## src/rtl/vedic_pkg.sv

```systemverilog
// Shared constants for the iterative Vedic multiplier: FSM state encoding
// and the width of one operand digit fed to the 2x2 cell.
package vedic_pkg;

    localparam int DIG_W = 2;

    typedef logic [1:0] state_t;

    localparam state_t ST_IDLE = 2'd0;
    localparam state_t ST_RUN  = 2'd1;
    localparam state_t ST_DONE = 2'd2;

endpackage

```

## src/rtl/vedic_2x2.sv

```systemverilog
// 2-bit x 2-bit Vedic (Urdhva-Tiryagbhyam) multiplier cell, purely combinational.
module vedic_2x2
    import vedic_pkg::*;
(
    input  logic [DIG_W-1:0]   x,
    input  logic [DIG_W-1:0]   y,
    output logic [2*DIG_W-1:0] p
);

    logic vert_lo;
    logic cross_a;
    logic cross_b;
    logic vert_hi;
    logic carry_mid;

    assign vert_lo   = x[0] & y[0];
    assign cross_a   = x[1] & y[0];
    assign cross_b   = x[0] & y[1];
    assign vert_hi   = x[1] & y[1];
    // The crosswise sum can only carry when both cross terms are set.
    assign carry_mid = cross_a & cross_b;

    assign p[0] = vert_lo;
    assign p[1] = cross_a ^ cross_b;
    assign p[2] = vert_hi ^ carry_mid;
    assign p[3] = vert_hi & carry_mid;

endmodule

```

## src/rtl/vedic_iter_mult.sv

```systemverilog
// Iterative WIDTH x WIDTH unsigned multiplier: one 2x2 Vedic cell is reused
// over all digit pairs, shift-accumulating partial products into a 2*WIDTH register.
module vedic_iter_mult
    import vedic_pkg::*;
#(
    parameter int WIDTH = 16
) (
    input  logic                 clk,
    input  logic                 reset,
    input  logic                 in_valid,
    output logic                 in_ready,
    input  logic [WIDTH-1:0]     a,
    input  logic [WIDTH-1:0]     b,
    output logic                 out_valid,
    input  logic                 out_ready,
    output logic [2*WIDTH-1:0]   product
);

    localparam int N_DIG = WIDTH / DIG_W;
    localparam int IDX_W = (N_DIG > 1) ? $clog2(N_DIG) : 1;
    localparam logic [IDX_W-1:0] LAST_IDX = IDX_W'(N_DIG - 1);

    generate
        if ((WIDTH % 2) != 0 || WIDTH < 4) begin : g_bad_width
            $error("vedic_iter_mult: WIDTH must be even and >= 4");
        end
    endgenerate

    state_t               state;
    logic [IDX_W-1:0]     i;
    logic [IDX_W-1:0]     j;
    logic [WIDTH-1:0]     a_r;
    logic [WIDTH-1:0]     b_r;
    logic [2*WIDTH-1:0]   acc;

    logic [DIG_W-1:0]     a_dig;
    logic [DIG_W-1:0]     b_dig;
    logic [2*DIG_W-1:0]   pp;
    logic [IDX_W:0]       dig_sum;
    logic [2*WIDTH-1:0]   pp_shifted;

    // Digit select: shifting by 2*index brings the wanted pair to the LSBs.
    assign a_dig = DIG_W'(a_r >> {i, 1'b0});
    assign b_dig = DIG_W'(b_r >> {j, 1'b0});

    vedic_2x2 u_cell (
        .x (a_dig),
        .y (b_dig),
        .p (pp)
    );

    assign dig_sum    = {1'b0, i} + {1'b0, j};
    assign pp_shifted = {{(2*WIDTH - 2*DIG_W){1'b0}}, pp} << {dig_sum, 1'b0};

    assign in_ready  = (state == ST_IDLE);
    assign out_valid = (state == ST_DONE);
    assign product   = acc;

    always_ff @(posedge clk or negedge reset) begin
        if (!reset) begin
            state <= ST_IDLE;
            i     <= '0;
            j     <= '0;
            a_r   <= '0;
            b_r   <= '0;
            acc   <= '0;
        end else begin
            case (state)
                ST_IDLE: begin
                    if (in_valid) begin
                        a_r <= a;
                        b_r <= b;
                        acc <= '0;
                        i   <= '0;
                        j   <= '0;
                        // A zero operand makes the result known immediately.
                        if (a == '0 || b == '0) begin
                            state <= ST_DONE;
                        end else begin
                            state <= ST_RUN;
                        end
                    end
                end
                ST_RUN: begin
                    acc <= acc + pp_shifted;
                    if (j == LAST_IDX) begin
                        j <= '0;
                        if (i == LAST_IDX) begin
                            i     <= '0;
                            state <= ST_DONE;
                        end else begin
                            i <= i + IDX_W'(1);
                        end
                    end else begin
                        j <= j + IDX_W'(1);
                    end
                end
                ST_DONE: begin
                    if (out_ready) begin
                        state <= ST_IDLE;
                    end
                end
                default: begin
                    state <= ST_IDLE;
                end
            endcase
        end
    end

endmodule

```

## config.mk

```make
export PLATFORM = sky130hd
export DESIGN_NAME = vedic_iter_mult
export DESIGN_NICKNAME = d
export VERILOG_FILES = /design/src/rtl/vedic_pkg.sv /design/src/rtl/vedic_2x2.sv /design/src/rtl/vedic_iter_mult.sv
export SDC_FILE = /design/constraint.sdc
export NUM_CORES = 1
export LEC_CHECK = 0
export BUFFER_PORTS_ARGS = -buffer_cell sky130_fd_sc_hd__buf_2
export CAP_MARGIN = 40
export CORE_ASPECT_RATIO = 0.6
export CORE_UTILIZATION = 55
export DETAILED_ROUTE_END_ITERATION = 7
export MAX_ROUTING_LAYER = met4
export PLACE_DENSITY = 0.77
export SKIP_LAST_GASP = 1
export SLEW_MARGIN = 20
export SYNTH_ARGS = -nofsm -noshare
export SYNTH_HDL_FRONTEND = slang
export SYNTH_SLANG_ARGS = --single-unit
export TNS_END_PERCENT = 1
```

## constraint.sdc

```tcl
create_clock -name clk -period 6.18 [get_ports clk]
set_input_delay 0.309 -clock clk [delete_from_list [all_inputs] [get_ports clk]]
set_output_delay 0.309 -clock clk [all_outputs]
set_load 0.1 [all_outputs]
```

==> impl.org <==
** Run status
- Status :: finished, final reports clean

** Timing
- For the final routed database, the setup TNS stands at 0 ns.
- Counting I/O delays and the setup requirement, the final critical path takes 5.29 ns.
- Max Transition Viols Final :: 0
- The worst path uses 85.6% of the clock period.
- Hold is met by 0.207 ns.
- Worst clock skew :: 0.0103 ns
- Maximum clock frequency :: 0.189 GHz
- For the pin with the worst max-slew slack, the measured transition is 0.605 ns.
- Setup violations remaining at the end of the flow were counted as 0.
- In the post-route analysis, the smallest setup slack over all paths is 0.892 ns.
- Setup repair after global routing missed its margin :: no
- Hold violation total from the final report :: 0
- Measured against its own limit, the worst slew margin works out to 58.6%.

** Place
- Once placement finished, the instance area stood at 5610 um^2.
- Port buffering added 69 buffers.
- Hpwl dp :: 10.9 mm
- Total instance count after detailed placement :: 720
- Timing analysis after detailed placement gives a worst setup slack of 0.967 ns.
- At the end of routability-driven placement, the weighted congestion stood at 1.04.

** Route
- Wire length after detailed routing :: 14.5 mm
- Uppermost metal layer occupied by signal nets :: met4
- Count of routing violations after the opening detailed-route iteration :: 552
- In the final routed layout, each cell accounts on average for 19.7 um.
- In the routed design, unresolved DRC markers number 0.
- Avg Vias per Cell :: 6.41
- Summed over all nets, wire length on met3 after detailed routing comes to 1.48 mm.
- DRT antenna net count :: 0
- The pre-antenna-repair detailed-routing pass consisted of 5 iterations.
- Summing over every cut layer, the via total after detailed routing is 4734.
- In the detailed route, the total length drawn on met2 is 5.91 mm.
- For this block, wires on met1 add up to 6.85 mm.

** Layout
- Share of post-route cells with drive strength above 1 :: 22.8%
- Total Nets Final :: 700
- In the final layout, flip-flops and latches occupy 1800 um^2.
- Compared with the post-synthesis result, the final layout area differs by 15.4%.
- Summing all multi-input logic gate instances after layout gives 3220 um^2.
- The library cell used most frequently in the layout, excluding fill and tap cells, is sky130_fd_sc_hd__dfrtp_1.
- Leaving out filler cells and counting taps, the final layout contains 738.
- Total non-filler cell area in the finished layout :: 5950 um^2
- 0 antenna diodes ended up in the layout.
- The top cell types in the final layout, fill and taps aside, are sky130_fd_sc_hd__dfrtp_1 (72), sky130_fd_sc_hd__buf_2 (69), sky130_fd_sc_hd__nand2_1 (66).
- Final core area utilization :: 67.7%
- After filler insertion, the fill cell instance count of the layout stands at 688.

** Logic synthesis
- Number of synthesized register bits :: 72
- Counting every net in the synthesized netlist gives 636.
- Count of flip-flops with a built-in enable after synthesis :: 0
- Summing every instance area after synthesis gives 5150 um^2.
- After technology mapping, the gate count stands at 557.
- Syn. warnings :: 0
- Async set or reset register ratio after synthesis :: 100%
- Number of unique standard cell types used by synthesis :: 56
- After synthesis, the mean cell area works out to 9.25 um^2.
- Register area share after synthesis :: 35.0%
- Commonest register cell after synthesis :: sky130_fd_sc_hd__dfrtp_1

** Min path
- The startpoint identified for the worst hold timing path is b[5].
- In this run the worst hold path is classified as in -> reg.
- Hold Crit Depth :: 2

** Clock tree
- Post-CTS setup buffers :: 0
- TritonCTS built the clock tree.
- Number of buffers inserted by hold repair at cts :: 1
- Number of clock buffers inserted by TritonCTS :: 9
- After clock tree synthesis, the repair step resized 0 gates.
- The clock reaches the later pin of the worst-skew pair after 0.35 ns.
- In this run the deepest clock path goes through 2 buffers.
- Clk pin slew, worst setup/hold paths :: 0.07 ns
- Clock tree root driver cell :: sky130_fd_sc_hd__clkbuf_16
- Sink count of the clock tree :: 72
- H-tree level count :: 3

** Worst setup path
- Worst flop-to-flop path startpoint :: i[0]
- Data on the critical path is required at its endpoint by 6.41 ns.
- Cell Chain, Critical Path :: mux4_2, mux2i_1, nor2_1, ha_1, ha_1, mux2_2, nand2b_1, nor2_1, ha_1, a21o_1, a21o_1, a2111oi_0, o211ai_1, a41oi_1, a21oi_1, o311ai_0
- Crit path capture type :: register
- The critical path starts at i[0].
- Of all nets on the critical path, the largest fanout is 9.
- The worst setup path is launched from a register.
- R2R cell count :: 16
- Worst Setup Path Type :: reg -> reg
- Crit-path most repeated cell :: sky130_fd_sc_hd__ha_1
- STA puts the critical path data arrival time at 5.52 ns.
- For this design, the slowest cell found on the critical path is sky130_fd_sc_hd__dfrtp_1.
- On the worst path, the slowest cell contributes a delay of 0.58 ns.

** Floorplanning
- For this configuration, the core starts out at a cell density of 58.6%.
- The floorplan step set the die height to 77.0 um.
- Core Rows :: 26
- Count of boundary I/O pins :: 70
- DIE WIDTH :: 127 um
- Core region area :: 8780 um^2
- Overall die area :: 9770 um^2

** Global route
- The first global-routing pass estimated 24.6 mm of wire.
- Via count of the first global-routing pass :: 4634
- The initial antenna violation count came to 0.
- Maximum number of pins on one net before global-route repair :: 48
- Global router's overall resource usage :: 33.9%
- Global route total overflow :: 0

** Pwr
- The analysis attributes to cell leakage a power of 2.82 nW.
- Internal Pwr Total :: 1.66 mW
- The design draws 3.47 mW.
- Peak supply drop :: 414 uV
- Net switching is 52.1% of the power.
- Proportion of power drawn by the clock network :: 16.3%
- Power spent charging and discharging nets :: 1.80 mW
- Combinational share of power :: 58.6%
- Portion of total power attributed to sequential cells :: 25.1%
- Dividing total power by cell area gives a power density of 583 nW/um^2.

** Run
- Across the run, the number of max-cap violations was 0.
[state kept, by name, indices dropped and copies added (netlist names)]
register	flops
state	2
b_r	16
product	32
i	3
a_r	16
j	3
[cell usage after synthesis (3+ instances only)]
library cell,n,area (um^2)
sky130_fd_sc_hd__nand2_1,66,248
sky130_fd_sc_hd__o21a_1,4,30.0
sky130_fd_sc_hd__or3_1,3,18.8
sky130_fd_sc_hd__inv_1,11,41.3
sky130_fd_sc_hd__xnor2_1,11,96.3
sky130_fd_sc_hd__o21ai_1,3,15.0
sky130_fd_sc_hd__nand4_1,8,50.1
sky130_fd_sc_hd__nor2_1,55,206
sky130_fd_sc_hd__a22o_1,5,43.8
sky130_fd_sc_hd__nor2b_1,8,50.1
sky130_fd_sc_hd__nand2b_1,8,50.1
sky130_fd_sc_hd__nor4_1,11,68.8
sky130_fd_sc_hd__o211ai_1,7,52.6
sky130_fd_sc_hd__a31oi_1,5,31.3
sky130_fd_sc_hd__o21ai_0,47,235
sky130_fd_sc_hd__mux4_2,8,180
sky130_fd_sc_hd__nand3_1,4,20.0
sky130_fd_sc_hd__buf_1,3,11.3
sky130_fd_sc_hd__mux2_2,34,383
sky130_fd_sc_hd__xor2_1,17,149
sky130_fd_sc_hd__a21o_1,8,60.1
sky130_fd_sc_hd__o21bai_1,6,45.0
sky130_fd_sc_hd__and3_1,4,25.0
sky130_fd_sc_hd__o2111ai_1,3,26.3
sky130_fd_sc_hd__or2_2,3,18.8
sky130_fd_sc_hd__clkbuf_1,19,71.3
sky130_fd_sc_hd__dfrtp_1,72,1800
sky130_fd_sc_hd__ha_1,41,513
sky130_fd_sc_hd__a21oi_1,38,190
sky130_fd_sc_hd__mux2i_1,6,60.1
[logic make-up (layout without fill, tap and decap cells)]
logic type | count (synthesis) | after routing | synth area share [%]
AOI/OAI and AO/OA | 151 | 151 | 18.4
xor gates and xnor gates | 28 | 28 | 4.76
adders and majority gates | 43 | 43 | 10.7
buffers and inverters | 34 | 103 | 2.62
DFF | 72 | 72 | 35.0
muxes | 48 | 48 | 12.1
and+or+nand+nor | 181 | 181 | 16.4
[layer usage]
layer / track usage [%] / vias up
li1: - / 2173
met1: 47.9 / 2253
met2: 47.5 / 272
met3: 9.42 / 36
met4: 9.05 / 0
met5: - / -
[critical path: cells and delay by family, from the launching register on]
kind	cells	cell delay, ns
adders and majority gates	3	0.89
muxes	3	1.07
and+or+nand+nor	3	0.47
DFF	1	0.58
AOI/OAI and AO/OA	7	2.15
[area by class of cell]
| class | instances | area share, % |
|---|---|---|
| clock buffers | 12 | 4.48 |
| well taps | 112 | 2.36 |
| inverters | 11 | 0.694 |
| flip-flops and latches | 72 | 30.3 |
| clock inverters | 4 | 0.863 |
| multi-input cells | 451 | 54.1 |
| repair buffers | 76 | 7.20 |
[power groups by stage]
stage | combinational (mW) | clock, mW | sequential, mW
after floorplan | 1.10 | 0 | 1.30
after global placement | 1.92 | 0 | 0.861
after detailed placement | 1.98 | 0 | 0.871
after CTS | 2.00 | 0.568 | 0.866
after global routing | 2.18 | 0.585 | 0.897
final | 2.03 | 0.567 | 0.868
[worst paths after layout]
check | slack (ns) | end
max | 0.89 | product[29]
min | 0.21 | b_r[5]
max reg2reg | 0.89 | product[29]
min reg2reg | 0.51 | a_r[5]
max in group asynchronous | 5.12 | product[6]
min in group asynchronous | 0.50 | a_r[8]
No activity file was read; power rests on OpenSTA's default activity.
